$ cat config.mk
export PLATFORM = sky130hd
export DESIGN_NAME = dmem_arbiter
export DESIGN_NICKNAME = d
export VERILOG_FILES = /design/src/rtl/dmem_pkg.sv /design/src/rtl/dmem_arbiter_sat_counter.sv /design/src/rtl/dmem_arbiter.sv
export SDC_FILE = /design/constraint.sdc
export NUM_CORES = 1
export LEC_CHECK = 0
export ABC_CLOCK_PERIOD_IN_PS = 3600
export CORE_AREA = 2 2 117 119
export CTS_CLUSTER_DIAMETER = 100
export DETAILED_ROUTE_END_ITERATION = 8
export DIE_AREA = 0 0 119 121
export PLACE_DENSITY = 0.6
export SLEW_MARGIN = 10
export SYNTH_ARGS = -nofsm -noshare
export SYNTH_HDL_FRONTEND = slang
export SYNTH_SLANG_ARGS = --single-unit
$ cat constraint.sdc
create_clock -name clk -period 3.6 [get_ports clk]
set_clock_uncertainty 0.2 [all_clocks]
set_input_delay 0.72 -clock clk [delete_from_list [all_inputs] [get_ports clk]]
set_output_delay 0.72 -clock clk [all_outputs]
set_load 0.05 [all_outputs]
$ cat src/rtl/dmem_pkg.sv
// Shared types for the data-memory arbiter: access sizes and arbiter FSM states.
package dmem_pkg;

    typedef enum logic [1:0] {
        MEM_BYTE = 2'b00,
        MEM_HALF = 2'b01,
        MEM_WORD = 2'b10
    } mem_type_t;

    typedef enum logic {
        S_CPU = 1'b0,
        S_DMA = 1'b1
    } arb_state_t;

    // Bits needed to hold a counter value in 0..max.
    function automatic int cnt_width(input int max);
        return $clog2(max + 1);
    endfunction

endpackage

$ cat src/rtl/dmem_arbiter_sat_counter.sv
// Saturating up-counter with synchronous clear; backs the wait and burst counters.
module arb_sat_counter #(
    parameter int WIDTH = 4,
    parameter int MAX   = 8
) (
    input  logic             clk,
    input  logic             rst,
    input  logic             inc_i,
    input  logic             clr_i,
    output logic [WIDTH-1:0] cnt_o,
    output logic             at_max_o
);

    logic [WIDTH-1:0] cnt_q, cnt_d;

    assign at_max_o = (cnt_q == WIDTH'(MAX));
    assign cnt_o    = cnt_q;

    // Clear wins over increment so a state entry always starts from zero.
    always_comb begin
        cnt_d = cnt_q;
        if (clr_i) begin
            cnt_d = '0;
        end else if (inc_i && !at_max_o) begin
            cnt_d = cnt_q + WIDTH'(1);
        end
    end

    always_ff @(posedge clk) begin
        if (rst) begin
            cnt_q <= '0;
        end else begin
            cnt_q <= cnt_d;
        end
    end

endmodule

$ cat src/rtl/dmem_arbiter.sv
// Shares the single data-memory port between the CPU memory stage (priority)
// and a word-wide DMA master, with bounded unfairness in both directions.
module dmem_arbiter
    import dmem_pkg::*;
#(
    parameter int DATA_WIDTH    = 32,
    parameter int MAX_DMA_BURST = 8,
    parameter int DMA_WAIT_MAX  = 16
) (
    input  logic                  clk,
    input  logic                  rst,
    input  logic                  cpu_req_i,
    input  logic                  cpu_we_i,
    input  logic [DATA_WIDTH-1:0] cpu_addr_i,
    input  logic [DATA_WIDTH-1:0] cpu_wdata_i,
    input  logic [1:0]            cpu_type_i,
    input  logic                  cpu_sign_i,
    output logic [DATA_WIDTH-1:0] cpu_rdata_o,
    output logic                  cpu_stall_o,
    input  logic                  dma_req_i,
    input  logic                  dma_we_i,
    input  logic                  dma_last_i,
    input  logic [DATA_WIDTH-1:0] dma_addr_i,
    input  logic [DATA_WIDTH-1:0] dma_wdata_i,
    output logic                  dma_gnt_o,
    output logic [DATA_WIDTH-1:0] dma_rdata_o,
    output logic                  dma_rvalid_o,
    output logic                  dma_active_o,
    output logic                  mem_we_o,
    output logic [DATA_WIDTH-1:0] mem_addr_o,
    output logic [DATA_WIDTH-1:0] mem_wdata_o,
    output logic [1:0]            mem_type_o,
    output logic                  mem_sign_o,
    input  logic [DATA_WIDTH-1:0] mem_rdata_i
);

    localparam int WAIT_W  = cnt_width(DMA_WAIT_MAX);
    localparam int BURST_W = cnt_width(MAX_DMA_BURST);

    arb_state_t state_q, state_d;

    logic               wait_inc, wait_clr, wait_at_max;
    logic               burst_inc, burst_clr, burst_at_max;
    logic [WAIT_W-1:0]  wait_cnt;
    logic [BURST_W-1:0] burst_cnt;
    logic               unused_at_max;

    assign unused_at_max = &{1'b0, wait_at_max, burst_at_max};

    arb_sat_counter #(.WIDTH(WAIT_W), .MAX(DMA_WAIT_MAX)) u_wait_cnt (
        .clk     (clk),
        .rst     (rst),
        .inc_i   (wait_inc),
        .clr_i   (wait_clr),
        .cnt_o   (wait_cnt),
        .at_max_o(wait_at_max)
    );

    arb_sat_counter #(.WIDTH(BURST_W), .MAX(MAX_DMA_BURST)) u_burst_cnt (
        .clk     (clk),
        .rst     (rst),
        .inc_i   (burst_inc),
        .clr_i   (burst_clr),
        .cnt_o   (burst_cnt),
        .at_max_o(burst_at_max)
    );

    always_ff @(posedge clk) begin
        if (rst) begin
            state_q <= S_CPU;
        end else begin
            state_q <= state_d;
        end
    end

    always_comb begin
        state_d   = state_q;
        wait_inc  = 1'b0;
        wait_clr  = 1'b0;
        burst_inc = 1'b0;
        burst_clr = 1'b0;
        case (state_q)
            S_CPU: begin
                burst_clr = 1'b1;
                if (!dma_req_i) begin
                    wait_clr = 1'b1;
                end else if (!cpu_req_i) begin
                    state_d  = S_DMA;
                    wait_clr = 1'b1;
                end else if (wait_cnt == WAIT_W'(DMA_WAIT_MAX - 1)) begin
                    // CPU is still served this cycle; DMA owns the port next.
                    state_d  = S_DMA;
                    wait_clr = 1'b1;
                end else begin
                    wait_inc = 1'b1;
                end
            end
            S_DMA: begin
                wait_clr = 1'b1;
                if (!dma_req_i || dma_last_i) begin
                    state_d = S_CPU;
                end else if (cpu_req_i && burst_cnt == BURST_W'(MAX_DMA_BURST - 1)) begin
                    state_d = S_CPU;
                end else if (cpu_req_i) begin
                    burst_inc = 1'b1;
                end else begin
                    burst_clr = 1'b1;
                end
            end
            default: state_d = S_CPU;
        endcase
    end

    // Port mux and handshakes: zero-latency from the registered owner.
    always_comb begin
        mem_we_o     = 1'b0;
        mem_addr_o   = cpu_addr_i;
        mem_wdata_o  = cpu_wdata_i;
        mem_type_o   = cpu_type_i;
        mem_sign_o   = cpu_sign_i;
        cpu_rdata_o  = mem_rdata_i;
        cpu_stall_o  = 1'b0;
        dma_gnt_o    = 1'b0;
        dma_rdata_o  = '0;
        dma_rvalid_o = 1'b0;
        dma_active_o = (state_q == S_DMA);
        if (state_q == S_DMA) begin
            mem_we_o     = dma_req_i & dma_we_i;
            mem_addr_o   = dma_addr_i;
            mem_wdata_o  = dma_wdata_i;
            mem_type_o   = MEM_WORD;
            mem_sign_o   = 1'b0;
            cpu_rdata_o  = '0;
            cpu_stall_o  = cpu_req_i;
            dma_gnt_o    = 1'b1;
            dma_rdata_o  = mem_rdata_i;
            dma_rvalid_o = dma_req_i & ~dma_we_i;
        end else begin
            mem_we_o = cpu_req_i & cpu_we_i;
        end
        // Reset abandons any transfer and keeps writes away from memory.
        if (rst) begin
            mem_we_o    = 1'b0;
            dma_gnt_o   = 1'b0;
            cpu_stall_o = 1'b0;
        end
    end

endmodule
==> results of run 1 <==
placed cells by master (no fill, tap or decap), types with 2 or more instances in the layout:
master           netlist  routed
nand2_1                4       4
ha_1                   5       5
clkdlybuf4s50_1        0     296
buf_4                  0      13
nand3_1                7       7
clkbuf_16              0       3
nor2b_1               35      35
and2_1                32      32
nor2_1                 5       5
o21ai_0                2       2
nand3b_1               2       2
mux2_2                64      64
a21oi_1                5       5
mux2i_1                2       2
nand2b_1               2       2
inv_1                  7       7
dfxtp_1               10       9
buf_12                 0       2
layout make-up:
class | count | area [um^2] | share of cell area
inverters | 7 | 26.3 | 0.00509
multi-input cells | 184 | 1540 | 0.297
clock buffers | 4 | 78.8 | 0.0153
repair buffers | 311 | 3100 | 0.600
flip-flops and latches | 10 | 204 | 0.0395
well taps | 176 | 220 | 0.0426
through the flow:
| stage | hold slack, ps | setup WS (ps) | instance area, um^2 |
|---|---|---|---|
| 2_1_floorplan | 259 | 598 | 1830 |
| 3_3_place_gp | 275 | 447 | 5090 |
| 3_5_place_dp | 292 | 436 | 5090 |
| 4_1_cts | 294 | 436 | 5160 |
| 5_1_grt | 339 | 359 | 5160 |
| 6_report | 290 | 439 | 5160 |
kinds of logic (layout without fill, tap and decap cells):
kind of cell / after synthesis / in the layout / synth area share
DFF: 10 / 10 / 0.109
AOI/OAI and AO/OA: 11 / 11 / 0.0417
and+or+nand+nor: 101 / 101 / 0.353
xor gates and xnor gates: 1 / 1 / 0.00478
buffers and inverters: 23 / 322 / 0.0526
muxes: 66 / 66 / 0.404
adders and majority gates: 5 / 5 / 0.0342
routing by layer:
metal  track usage  routed length (um)  share of wire  vias up
met5             0                   0              0        -
met4        0.0141                  18         0.0015        0
met3        0.0310                 618          0.053        2
met2         0.285                6430           0.55       96
met1         0.173                4700           0.40     1209
li1              -                   -              -     1342
power breakdown:
| group | switching [uW] | internal [uW] | total, uW |
|---|---|---|---|
| registers | 5.96 | 112 | 118 |
| clock network | 47.5 | 148 | 195 |
| logic | 466 | 384 | 850 |
| total | 519 | 644 | 1160 |
state kept, by name (all words and copies together) (netlist names):
register,count
u_wait_cnt.cnt_o,5
u_burst_cnt.cnt_o,4
dma_active_o,1
path summary, 6_finish.rpt:
check / start / endpoint / slack, ps
max: mem_rdata_i[17] / cpu_rdata_o[17] / 440
min reg2reg: u_wait_cnt.cnt_o[1] / u_wait_cnt.cnt_o[1] / 290
max reg2reg: u_wait_cnt.cnt_o[0] / u_wait_cnt.cnt_o[0] / 1680
min: u_wait_cnt.cnt_o[1] / u_wait_cnt.cnt_o[1] / 290
critical path, stage by stage:
cell and delay (ps):
clkdlybuf4s50_1 560, nor2b_1 160, clkdlybuf4s50_1 800
==> results.sh, run 1 <==
export IMPL_synth_top_area_share=0.393
export IMPL_worstMarginPinSlew_ps=564
export IMPL_antenna_found_initial=0
export IMPL_port_buffers=305
export IMPL_crit_arrival_ps=2240
export IMPL_ys_top_cells_by_count="mux2_2 (64), nor2b_1 (35), and2_1 (32), dfxtp_1 (10)"
export IMPL_wl_per_cell_um=17.0
export IMPL_yosys_top_cells_area="mux2_2 (39%), nor2b_1 (12%), and2_1 (11%)"
export IMPL_first_iter_violations=101
export IMPL_grt_pass1_vias=2594
export IMPL_powerDensity_nw_per_um2=225
export IMPL_area_growth_syn_to_layout_pct=182
export IMPL_power_leakage_uw=0.00191
export IMPL_ys_warn_count=0
export IMPL_synth_most_common_cell="mux2_2"
export IMPL_cp_required_ps=2680
export IMPL_setup_worst_path_class="input port to output port"
export IMPL_drc=0
export IMPL_hp_class="flop to flop"
export IMPL_rows=42
export IMPL_drtPass1Iterations=4
export IMPL_outcome="complete, no violations"
export IMPL_p_total_uw=1160
export IMPL_period_needed_ps=3160
export IMPL_fill_cells=1296
export IMPL_relSlewSlack=0.623
export IMPL_wl_mm=11.8
export IMPL_holdPathStages=2
export IMPL_grt_pass1_wl_mm=16.2
export IMPL_cts_tree="built"
export IMPL_synth_largest_area_cell="mux2_2"
export IMPL_ctsResizeCount=0
export IMPL_h_tree_depth=1
export IMPL_finalHoldViolations=0
export IMPL_synth_area_um2=1830
export IMPL_ctsHoldBuffers=0
export IMPL_ys_ff_latch=10
export IMPL_placed_cells=688
export IMPL_r2r_cells=6
export IMPL_max_freq_mhz=316
export IMPL_finalMaxSlewViolations=0
export IMPL_cap_violations=0
export IMPL_period_share=0.878
export IMPL_stdcell_count=692
export IMPL_synth_cell_types=35
export IMPL_cts_setup_buffers=0
export IMPL_syn_inst=217
export IMPL_synth_main_ff_cell="dfxtp_1"
export IMPL_vdd_drop_max_uv=110
export IMPL_n_antenna_cell=0
export IMPL_via_per_inst=3.83
export IMPL_layout_drive_gt1_share=0.176
export IMPL_clk_latency_ps=230
export IMPL_num_vias=2649
export IMPL_grt_max_degree=31
export IMPL_dieArea_um2=14400
export IMPL_path_clk_slew_ps=40
export IMPL_final_nets=692
export IMPL_die_h_um=121
export IMPL_grtUsageTotal=0.148
export IMPL_hpwl_mm=10.5
export IMPL_setup_tns_ps=0
export IMPL_dieWidth_um=119
export IMPL_cp_max_fo=2
export IMPL_overflow=0
export IMPL_rsz0062_at_grt="no"
export IMPL_clock_path_buffers=2
export IMPL_start_kind="input port"
export IMPL_initial_core_util=0.140
export IMPL_place_gp_congestion=0.868
export IMPL_synthArstFlopShare=0
export IMPL_numCtsBuffers=3
export IMPL_ys_seq_area_frac=0.109
export IMPL_cp_end_kind="output port"
export IMPL_cts_root_buf="clkbuf_16"
export IMPL_setup_viol_count_final=0
export IMPL_clock_sinks=10
export IMPL_synth_edf_count=0
export IMPL_core_um2=13100
export IMPL_syn_avg_cell_area_um2=8.44
export IMPL_postRouteAntennaNets=0
export IMPL_fin_util=0.395
export IMPL_syn_nets=392
export IMPL_io_pins=306
No activity file was read; power rests on OpenSTA's default activity.
==> run 2, diff against run 1 <==
- ABC_CLOCK_PERIOD_IN_PS: 3600 -> 3000
- CORE_AREA: 2 2 117 119 -> 2 2 119 121
- DIE_AREA: 0 0 119 121 -> 0 0 121 123
- PLACE_DENSITY: 0.6 -> 0.59
- clock period: 3.6 -> 3 ns (I/O delays scaled with it)
==> results.sh, run 2 (synthesized netlist as in run 1, its figures left out) <==
export IMPL_outcome="complete, no violations"
export IMPL_first_iter_violations=80
export IMPL_place_area_um2=4880
export IMPL_final_nets=689
export IMPL_powerDensity_nw_per_um2=282
export IMPL_max_freq_mhz=388
export IMPL_fin_util=0.365
export IMPL_ctsResizeCount=0
export IMPL_finalHoldViolations=0
export IMPL_setup_viol_count_final=0
export IMPL_cts_root_buf="clkbuf_16"
export IMPL_cts_setup_buffers=0
export IMPL_layout_cells_most_common="clkdlybuf4s50_1"
export IMPL_relSlewSlack=0.729
export IMPL_grt_pass1_wl_mm=14.6
export IMPL_numCtsBuffers=3
export IMPL_holdWs_ps=315
export IMPL_power_leakage_uw=0.00209
export IMPL_final_cell_mix="clkdlybuf4s50_1 (169), buf_4 (127), mux2_2 (64), nor2b_1 (35), and2_1 (32)"
export IMPL_largest_reg_flops=5
export IMPL_vdd_drop_max_uv=148
export IMPL_drtPass1Iterations=4
export IMPL_cp_end_kind="output port"
export IMPL_clk_latency_ps=230
export IMPL_place_gp_congestion=0.796
export IMPL_r2r_start="u_wait_cnt.cnt_o[0]"
export IMPL_path_clk_slew_ps=40
export IMPL_postRouteAntennaNets=0
export IMPL_clock_path_buffers=2
export IMPL_wl_mm=10.8
export IMPL_rsz0062_at_grt="no"
export IMPL_num_vias=2671
export IMPL_startpoint="cpu_req_i"
export IMPL_start_kind="input port"
export IMPL_hp_class="flop to flop"
export IMPL_worstMarginPinSlew_ps=401
export IMPL_critical_path_endpoint="mem_we_o"
export IMPL_rows=43
export IMPL_setup_tns_ps=0
export IMPL_antenna_found_initial=0
export IMPL_dieWidth_um=121
export IMPL_cap_violations=0
export IMPL_period_share=0.859
export IMPL_grtUsageTotal=0.124
export IMPL_setup_worst_path_class="input port to output port"
export IMPL_port_buffers=305
export IMPL_layout_drive_gt1_share=0.421
export IMPL_dieArea_um2=14900
export IMPL_drc=0
export IMPL_core_um2=13600
export IMPL_area_growth_syn_to_layout_pct=171
export IMPL_n_antenna_cell=0
export IMPL_io_pins=306
export IMPL_via_per_inst=3.85
export IMPL_r2r_cells=6
export IMPL_die_h_um=123
export IMPL_clock_sinks=10
export IMPL_ctsHoldBuffers=0
export IMPL_crit_arrival_ps=1780
export IMPL_stdcell_area_um2=4960
export IMPL_wl_per_cell_um=15.6
export IMPL_finalMaxSlewViolations=0
export IMPL_cts_tree="built"
export IMPL_hpwl_mm=9.38
export IMPL_cp_max_fo=6
export IMPL_p_total_uw=1400
export IMPL_reg2reg_to="u_wait_cnt.cnt_o[0]"
export IMPL_overflow=0
export IMPL_grt_pass1_vias=2648
export IMPL_initial_core_util=0.135
export IMPL_h_tree_depth=1
export IMPL_cp_required_ps=2200
export IMPL_grt_max_degree=91
export IMPL_period_needed_ps=2580
export IMPL_reg2reg_slack_ps=1060
run 2: changes by cell type in the layout (fill, tap and decap cells not counted), sizes merged:
cell           before  now
clkdlybuf4s50     296  169
buf                15  139
run 2: final cells by class:
cell class                 count  area (um^2)
timing repair buffer         308         2890
multi-input combinational    184         1540
clock buffer                   4         88.8
fill                        1372         8650
inverter                       7         26.3
sequential                    10          204
tap                          180          225
run 2: worst min path at each step:
stage,startpoint,to,slack (ps),cells after the start
2_1_floorplan,u_wait_cnt.cnt_o[1],u_wait_cnt.cnt_o[1],260,2
6_report,u_wait_cnt.cnt_o[1],u_wait_cnt.cnt_o[1],320,2
5_1_grt,u_wait_cnt.cnt_o[1],u_wait_cnt.cnt_o[1],350,2
3_5_place_dp,u_wait_cnt.cnt_o[1],u_wait_cnt.cnt_o[1],310,2
4_1_cts,u_wait_cnt.cnt_o[1],u_wait_cnt.cnt_o[1],320,2
3_3_place_gp,u_wait_cnt.cnt_o[1],u_wait_cnt.cnt_o[1],280,2
run 2: layer usage:
metal,share of wire,track usage,up-vias
met3,0.091,0.0327,8
met5,0,0,-
li1,-,-,1336
met2,0.52,0.230,131
met4,0.010,0.0203,0
met1,0.38,0.144,1196
run 2: power breakdown:
group,switching [uW],internal [uW]
Sequential,1.77,135
Combinational,565,438
Clock,59.6,200
run 2: critical path: stages:
cell             delay, ps
clkdlybuf4s50_1        610
nand3b_1               110
a21oi_1                270
buf_12                 180
run 2: metrics by stage:
step,setup slack [ps],cells
after floorplan,118,217
after global placement,439,689
after detailed placement,431,689
after CTS,418,693
after global routing,372,693
final,422,693
